--- src/rtl/stream_rr_arbiter.sv ---
// ============================================================================
// Module   : stream_rr_arbiter
// Purpose  : Round-robin N:1 valid/ready stream arbiter with burst-locked
//            grants and a registered output stage.
// Options  : STREAM_ARB_TIMEOUT_EN enables forced release of an idle grant.
// Revision : 1.0
// ============================================================================
`default_nettype none

module stream_rr_arbiter #(
    parameter  int NUM     = 4,
    parameter  int WIDTH   = 8,
    parameter  int BEATS   = 4,
    parameter  int TIMEOUT = 16,
    localparam int IDXW    = (NUM > 1) ? $clog2(NUM) : 1
) (
    input  logic                   iCLK,
    input  logic                   iRST,
    input  logic [NUM-1:0]         iValid_AM,
    output logic [NUM-1:0]         oReady_AM,
    input  logic [NUM*WIDTH-1:0]   iData_AM,
    output logic                   oValid_BM,
    input  logic                   iReady_BM,
    output logic [WIDTH-1:0]       oData_BM,
    output logic [IDXW-1:0]        oSrc_BM,
    output logic                   oBusy
);

    localparam int CW = $clog2(BEATS + 1);

    typedef enum logic [0:0] {
        ST_IDLE = 1'b0,
        ST_LOCK = 1'b1
    } state_t;

    state_t            state;
    logic [IDXW-1:0]   ptr;
    logic [IDXW-1:0]   grant;
    logic [CW-1:0]     cnt;

    logic [NUM-1:0]    hi_req;
    logic [IDXW-1:0]   pick_lo;
    logic [IDXW-1:0]   pick_hi;
    logic [IDXW-1:0]   pick;
    logic [IDXW-1:0]   next_ptr;
    logic              sel_valid;
    logic [WIDTH-1:0]  sel_data;
    logic              out_free;
    logic              in_hs;

    if (NUM < 1 || BEATS < 1 || TIMEOUT < 1) begin : g_param_check
        $error("stream_rr_arbiter: NUM, BEATS and TIMEOUT must all be >= 1");
    end

`ifdef STREAM_ARB_TIMEOUT_EN
    localparam int TW = $clog2(TIMEOUT + 1);
    logic [TW-1:0]     idle_cnt;
`endif

    // Rotating priority: lowest requester at or above ptr wins, else wrap to the lowest overall.
    always_comb begin
        hi_req  = '0;
        pick_lo = '0;
        pick_hi = '0;
        for (int i = 0; i < NUM; i++) begin
            hi_req[i] = iValid_AM[i] && (i >= int'(ptr));
        end
        for (int i = NUM - 1; i >= 0; i--) begin
            if (iValid_AM[i]) pick_lo = IDXW'(i);
            if (hi_req[i])    pick_hi = IDXW'(i);
        end
        pick = (|hi_req) ? pick_hi : pick_lo;
    end

    always_comb begin
        sel_valid = 1'b0;
        sel_data  = '0;
        for (int i = 0; i < NUM; i++) begin
            if (grant == IDXW'(i)) begin
                sel_valid = iValid_AM[i];
                sel_data  = iData_AM[i*WIDTH +: WIDTH];
            end
        end
    end

    assign next_ptr = (grant == IDXW'(NUM - 1)) ? '0 : grant + IDXW'(1);
    assign out_free = !oValid_BM || iReady_BM;
    assign in_hs    = (state == ST_LOCK) && sel_valid && out_free;
    assign oBusy    = (state == ST_LOCK);

    always_comb begin
        oReady_AM = '0;
        if (state == ST_LOCK) begin
            for (int i = 0; i < NUM; i++) begin
                oReady_AM[i] = (grant == IDXW'(i)) && out_free;
            end
        end
    end

    always_ff @(posedge iCLK or negedge iRST) begin
        if (!iRST) begin
            state     <= ST_IDLE;
            ptr       <= '0;
            grant     <= '0;
            cnt       <= '0;
            oValid_BM <= 1'b0;
            oData_BM  <= '0;
            oSrc_BM   <= '0;
`ifdef STREAM_ARB_TIMEOUT_EN
            idle_cnt  <= '0;
`endif
        end else begin
            // Output register reloads on a new beat even when the old one leaves this same edge.
            if (in_hs) begin
                oData_BM  <= sel_data;
                oSrc_BM   <= grant;
                oValid_BM <= 1'b1;
            end else if (oValid_BM && iReady_BM) begin
                oValid_BM <= 1'b0;
            end

            case (state)
                ST_IDLE: begin
                    if (|iValid_AM) begin
                        grant    <= pick;
                        cnt      <= '0;
                        state    <= ST_LOCK;
`ifdef STREAM_ARB_TIMEOUT_EN
                        idle_cnt <= '0;
`endif
                    end
                end
                ST_LOCK: begin
                    if (in_hs) begin
                        cnt <= cnt + CW'(1);
                        if (cnt == CW'(BEATS - 1)) begin
                            state <= ST_IDLE;
                            ptr   <= next_ptr;
                        end
                    end
`ifdef STREAM_ARB_TIMEOUT_EN
                    if (sel_valid) begin
                        idle_cnt <= '0;
                    end else if (idle_cnt == TW'(TIMEOUT - 1)) begin
                        idle_cnt <= '0;
                        state    <= ST_IDLE;
                        ptr      <= next_ptr;
                    end else begin
                        idle_cnt <= idle_cnt + TW'(1);
                    end
`endif
                end
                default: state <= ST_IDLE;
            endcase
        end
    end

endmodule

`default_nettype wire

--- config.mk ---
export PLATFORM = sky130hd
export DESIGN_NAME = stream_rr_arbiter
export DESIGN_NICKNAME = d
export VERILOG_FILES = /design/src/rtl/stream_rr_arbiter.sv
export SDC_FILE = /design/constraint.sdc
export NUM_CORES = 1
export LEC_CHECK = 0
export BUFFER_PORTS_ARGS = -buffer_cell sky130_fd_sc_hd__buf_2
export CORE_UTILIZATION = 43
export DETAILED_ROUTE_END_ITERATION = 7
export PLACE_DENSITY = 0.76
export SLEW_MARGIN = 40
export SYNTH_ARGS = -nofsm -noshare
export SYNTH_HDL_FRONTEND = slang
export SYNTH_SLANG_ARGS = --single-unit
--- constraint.sdc ---
create_clock -name iCLK -period 2.1 [get_ports iCLK]
set_input_delay 0.315 -clock iCLK [delete_from_list [all_inputs] [get_ports iCLK]]
set_output_delay 0.315 -clock iCLK [all_outputs]
set_load 0.05 [all_outputs]
---- After elaboration in Yosys (flattened, before gate mapping) ----
Cells that the tools add are included.
word-level totals
  output and inout port bits .............. 16
  word-level logic and storage cells ...... 65
  input bits .............................. 39
  register bits ........................... 19
cells by class
  $lt $le $gt $ge ......................... 3
  equal/unequal tests ..................... 6
  reductions and logical operators ........ 19
  mux-type cells .......................... 27
  bitwise gates (word level) .............. 1
  add/subtract/negate cells ............... 2
operator list
  kind                   count
  $mux W8                4
  $mux W2                9
  $logic_and A1 B1 Y1    10
  $mux W1                9
  $reduce_or A4 Y1       2
  $mux W3                2
  $pmux W3 S2            1
  $eq A2 B2 Y1 const B   2
  $ge A1 B2 Y1 const A   2
  $mux W4                1
  $reduce_and A2 Y1      2
  $add A3 B1 Y3 const B  1
  $eq A3 B2 Y1 const B   1
  $reduce_and A3 Y1      1
  $add A2 B1 Y2 const B  1
  $eq A2 B1 Y1 const B   1
  $ge A2 B2 Y1 const A   1
  $logic_not A2 Y1       1
  $ne A2 B1 Y1 const B   1
  $ne A2 B2 Y1 const B   1
  $pmux W1 S2            1
  $reduce_bool A2 Y1     1
  $logic_not A1 Y1       1
  $logic_or A1 B1 Y1     1
  $not A1 Y1             1

---- Logic depth before layout (Yosys ltp) ----
Gate-level depths: netlist of the first run.
  depth after elaboration ................. 9
  depth in mapped cells ................... 8
  mapped depth without buffers ............ 6

---- Least setup slack after synthesis of the first run ----
No wires, ideal clock.
  path kind ............................... register to register
  start ................................... register grant[0]
  end ..................................... register oData_BM[1]
  data arrival time ....................... 1.928 ns
  clock period less this slack ............ 2.053 ns
  path slack .............................. 0.047 ns
  stages on the path, launching flop included .. 9
  cell sequence ........................... dfrtp_1 inv_1 ha_1 buf_2 and3b_1 a2111oi_4 nor3b_2 buf_6 mux2_4
between the ends
  word-level cells in the longest chain between the ends .. 7
  elaborated cells on any way between the ends .. 14
ends and longest elaborated chain
  what                               line  text
  from (decl)                        38    logic [IDXW-1:0] grant;
  from (signal assigned)             125   grant <= pick;
  $logic_not A2 Y1                   79    if (grant == IDXW'(i)) begin
  $mux W1 (4 in series)              79
  $logic_and A1 B1 Y1 (2 in series)  88    assign in_hs = (state == ST_LOCK) && sel_valid && out_free;
  to (signal assigned)               115   oData_BM <= sel_data;
  to (decl)                          24    output logic [WIDTH-1:0] oData_BM,
Parallel ways exist; a longest one is shown, timed or not.
A chain may end at the register's enable or synchronous reset.

---- Worst setup path after layout of the first run ----
  start ................................... register grant[0]
  end ..................................... register oData_BM[2]
The elaborated chain is that of the path after synthesis.

==> impl_metrics.toml, run 1 <==
[status]
status = "finished, violations left"
violations = "DRC"

[grt]
grt_pass1_vias = 1326
grt_max_degree = 20
grt_pass1_wl_mm = 5.692
grtUsageTotal_pct = 22.65
gr-total-overflow = 0
antenna_found_initial = 0

[yosys]
yosysTopAreaCell = "dfrtp_1"
ys_warn_count = 0
syn-num-nets = 181
netlist_top_cells_area = "dfrtp_1, mux2_4, a21oi_1, ha_1, a22o_1"
synth_top_area_share_pct = 36.54
async_flop_share_pct = 100.0
ys.flop_type = "dfrtp_1"
ys_ff_latch = 19
synthCells = 136
syn-cell-area_um2 = 1301
yosysSeqAreaShare_pct = 36.54
synth.avg_cell_area_um2 = 9.568
netlist_top_cells_count = "dfrtp_1, a21oi_1, inv_1"
yosys.cell_types.count = 26
synth_edf_count = 0
synth.most_common_cell = "dfrtp_1"

[clocking]
cts_tree = "done"
h-tree-depth = 1
clkTransAtPathRegs_ns = 0.11
clock_path_buffers = 2
insertion_delay_ns = 0.30
cts.sinks = 19
root_buffer = "clkbuf_4"
numCtsBuffers = 3

[sta]
relSlewSlack_pct = 70.35
fin_crit_sh_pct = 94.33
period_needed_ns = 1.981
totalNegativeSetupSlack_ns = 0
worst_slew_pin_slew_ns = 0.4447
slew_violations = 0
final-setup-viol-count = 0
finClkSkew_ns = 0.01210
fmax_ghz = 0.5048
rsz0062_at_grt = "false"
report.final.hold_viol_count = 0
hold_ws_ns = 0.3679

[setup_path]
start_kind = "flop"
worstPathArrival_ns = 2.18
cp.required_ns = 2.30
reg2regPathDepth = 7
path_class = "flop to flop"
cp_max_fo = 8
r2r_start = "grant[0]"
end_kind = "flop"
crit_start = "grant[0]"

[pwr]
totalPowerFinal_mw = 2.948
vdd.ir_drop.worst_mv = 1.005
power.leakage_nw = 0.9332
p_per_area_nw_per_um2 = 1696

[placed_design]
place_hpwl_mm = 2.628
io_buffers = 54
place_area_um2 = 1667
gp_congestion = 0.8180

[floorplan]
die_x_um = 57.01
ios = 55
start_util_pct = 46.39
die_y_um = 57.01
die_area_um2 = 3250
fp-row-count = 19
core-area_um2 = 2805

[flow_run]
cap_violations = 0

[detailed_routing]
ant_nets = 0
routed.top_layer = "met4"
post-route-drc-count = 8
wl_per_cell_um = 14.31
m1WireLength_mm = 1.315
drt-initial-drc-count = 38
dr_wl_met3_um = 185
vias_per_cell = 5.350
drt_pass1_iterations = 6
dr_wl_met2_mm = 1.823
routed_wl_mm = 3.349
num_vias = 1252

[hold_path]
hp-class = "input port to flop"
min-delay-start = "iData_AM[26]"
worstHoldPathCells = 3

[layout]
fin_area_um2 = 1738
drive_above_1_share_pct = 44.83
nNetsFinal = 249
n_antenna_cell = 0
postLayoutCoreUtil_pct = 61.95
syn_to_final_growth_pct = 33.56
fillCellCount = 259
[routing by layer]
metal	track usage [%]	vias up
met2	44.37	42
met4	5.226	0
li1	-	611
met5	0	-
met3	5.442	4
met1	24.24	595
[report_power, final]
part / switching, mW / total, mW / internal [mW]
logic: 1.19 / 2.09 / 0.903
registers: 0.123 / 0.670 / 0.547
clock network: 0.113 / 0.187 / 0.0740
total: 1.42 / 2.95 / 1.52
[placed cells by master, fill, tap and decap left out]
master	instances
a2111oi_4	1
a211oi_1	1
a21oi_1	17
a221o_1	1
a22o_1	8
and3_1	5
and3b_1	1
buf_2	53
buf_4	15
buf_6	1
clkbuf_1	1
clkbuf_4	4
dfrtp_1	18
dfrtp_2	1
dlygate4sd3_1	1
ha_1	6
inv_1	14
mux2_2	6
mux2_4	7
mux2i_1	4
nand2_1	13
nand2b_1	4
nand3b_1	1
nor2_1	4
nor3_2	1
nor3b_4	1
o21ai_0	12
o311ai_2	1
or4_1	1
[kinds of logic after synthesis]
family,count (synthesis),share of synthesized area (%)
AO/OA/AOI/OAI,41,21.25
adder cells (fa/ha/maj),6,5.769
buffers and inverters,22,7.692
flip-flops,19,36.54
multiplexers,17,16.35
AND/OR/NAND/NOR,31,12.40
[worst max-delay path, cell delays in order (launching register included)]
cell and delay, ns:
dfrtp_2 0.42, inv_1 0.08, ha_1 0.23, buf_4 0.15, a2111oi_4 0.40, nor3b_4 0.10
buf_4 0.20, mux2_4 0.30
[state kept, by name (all words and copies together) (netlist names)]
signal / count
grant: 2
oValid_BM: 1
cnt: 3
oData_BM: 8
oSrc_BM: 2
ptr: 2
oBusy: 1
[stage by stage]
stage | setup slack, ns | std cells
2_1_floorplan | 0.04671 | 136
3_3_place_gp | -0.3944 | 226
3_5_place_dp | -0.1701 | 226
4_1_cts | 0.04328 | 234
5_1_grt | 0.02489 | 234
6_report | 0.1191 | 234
[worst paths after layout]
kind | endpoint | slack (ns)
max | oData_BM[2] | 0.12
min | oData_BM[2] | 0.37
max reg2reg | oData_BM[2] | 0.12
min reg2reg | cnt[0] | 0.51
max in group asynchronous | grant[0] | 1.27
min in group asynchronous | oData_BM[7] | 0.48
[repair_timing]
item                                    4_1_cts  5_1_grt
endpoints found under the setup margin       12       13
hold endpoints to repair                     19        0
hold buffers                                  1        0
buffers inserted                              3        0
gates resized for setup                       0        4
pin swaps                                     1        1
[cell type report]
| type | instances | area (um^2) | area share [%] |
|---|---|---|---|
| inverter | 14 | 52.55 | 3.024 |
| tap | 31 | 38.79 | 2.232 |
| timing repair buffer | 71 | 406.6 | 23.40 |
| sequential | 19 | 476.7 | 27.43 |
| multi-input combinational | 95 | 737.0 | 42.40 |
| clock buffer | 4 | 26.28 | 1.512 |
Power figures use the tool's default switching activity.
==> inputs of run 2 (changes only) <==
CORE_UTILIZATION = 51   (was 43)
PLACE_DENSITY = 0.85   (was 0.76)
SLEW_MARGIN = 20   (was 40)
clock period = 2.45 ns   (was 2.1 ns; I/O delays follow)
==> impl_metrics.toml, run 2 (synthesized netlist as in run 1, its figures left out) <==
[detailed_routing]
post-route-drc-count = 0
routed_wl_mm = 3.270
vias_per_cell = 5.518
wl_per_cell_um = 14.60
drt-initial-drc-count = 29
num_vias = 1236
drt_pass1_iterations = 4
ant_nets = 0

[sta]
finClkSkew_ns = 0.009843
fin_crit_sh_pct = 89.17
rsz0062_at_grt = "false"
worst_slew_pin_slew_ns = 0.4669
totalNegativeSetupSlack_ns = 0
fmax_ghz = 0.4577
relSlewSlack_pct = 68.63
period_needed_ns = 2.185
report.final.hold_viol_count = 0
worst_slack_ns = 0.2653
slew_violations = 0
final-setup-viol-count = 0

[clocking]
h-tree-depth = 1
clock_path_buffers = 2
numCtsBuffers = 3
root_buffer = "clkbuf_4"
clkTransAtPathRegs_ns = 0.13
cts_tree = "done"
cts_resized = 0
cts.sinks = 19
insertion_delay_ns = 0.31

[setup_path]
start_kind = "flop"
worstPathArrival_ns = 1.82
cp.required_ns = 2.08
path_class = "flop to output pin"
r2r_start = "grant[0]"
r2r-end = "oData_BM[7]"
cp_max_fo = 17
r2r_slack_ns = 0.33
reg2regPathDepth = 7
end_kind = "output pin"

[status]
status = "completed"

[grt]
antenna_found_initial = 0
grtUsageTotal_pct = 26.52
grt_pass1_wl_mm = 5.223
grt_max_degree = 20
gr-total-overflow = 0
grt_pass1_vias = 1225

[layout]
final_common_cell = "buf_2"
drive_above_1_share_pct = 42.35
n_antenna_cell = 0
reg_top3 = "oData_BM: 8 flops, cnt: 3 flops"
largest_register_ff_count = 8
syn_to_final_growth_pct = 29.33
nNetsFinal = 242
final_cell_mix = "buf_2, dfrtp_1, a21oi_1, inv_1, nand2_1"
largest-register = "oData_BM"
fin_area_um2 = 1683

[floorplan]
die_area_um2 = 2757
fp-row-count = 17
core-area_um2 = 2297
start_util_pct = 56.64
ios = 55
die_x_um = 52.51
die_y_um = 52.51

[flow_run]
cap_violations = 0

[pwr]
totalPowerFinal_mw = 2.489
p_per_area_nw_per_um2 = 1479
power.leakage_nw = 0.9052
vdd.ir_drop.worst_mv = 1.227

[hold_path]
min-delay-start = "iData_AM[25]"
hold_end = "oData_BM[1]"
hp-class = "input port to flop"
worstHoldPathCells = 3

[placed_design]
io_buffers = 54
place_area_um2 = 1618
place_hpwl_mm = 2.520
gp_congestion = 0.9382
dp_slack_ns = 0.1431
run 2: changes by cell type in the layout (fill, tap and decap cells not counted), sizes merged:
cell,change
clkbuf,-2
clkinv,+1
buf,-6
run 2: layer usage:
layer / vias to the layer above / wire length, um / track usage [%]
met3: 9 / 178 / 3.768
met1: 586 / 1373 / 30.70
met4: 0 / 72 / 13.16
li1: 595 / - / -
met2: 46 / 1645 / 47.05
met5: - / 0 / 0
run 2: worst max-delay path, stage by stage (launching register included):
cell and delay (ns):
dfrtp_1 0.45, inv_1 0.11, ha_1 0.18, buf_4 0.13, buf_4 0.20, and3_1 0.17
buf_2 0.26
run 2: how the worst max path moves through the flow:
stage / start / endpoint / slack (ns) / cells past startpoint
final: grant[0] / oReady_AM[2] / 0.27 / 6
after global routing: grant[0] / oReady_AM[2] / 0.13 / 6
after CTS: grant[0] / oData_BM[6] / 0.12 / 6
after detailed placement: grant[0] / oSrc_BM[0] / 0.14 / 6
after global placement: grant[0] / oSrc_BM[0] / -0.02 / 5
after floorplan: grant[0] / oReady_AM[3] / 0.36 / 4
run 2: final cells by class:
class / instances / area [um^2]
Sequential cell: 19 / 475.5
Timing Repair Buffer: 64 / 360.3
Clock buffer: 3 / 22.52
Tap cell: 28 / 35.03
Clock inverter: 1 / 5.005
Fill cell: 178 / 614.3
Multi-Input combinational cell: 95 / 732.0
Inverter: 14 / 52.55
run 2: power by group:
part	internal [mW]	switching, mW
clock network	0.0610	0.110
registers	0.467	0.113
logic	0.741	0.997
run 2: repair_timing:
item | CTS | global route
hold endpoints to repair | 19 | 0
setup buffers | 0 | 2
setup endpoints to repair | 0 | 1
hold buffers | 1 | 0
run 2: through the flow:
step	instances	util (%)	hold WS (ns)
finish	224	73.26	0.4166
global route	224	73.26	0.4160
CTS	222	72.06	0.4167
detailed placement	217	70.42	0.3252
global placement	217	70.15	0.3170
floorplan	136	-	0.07191
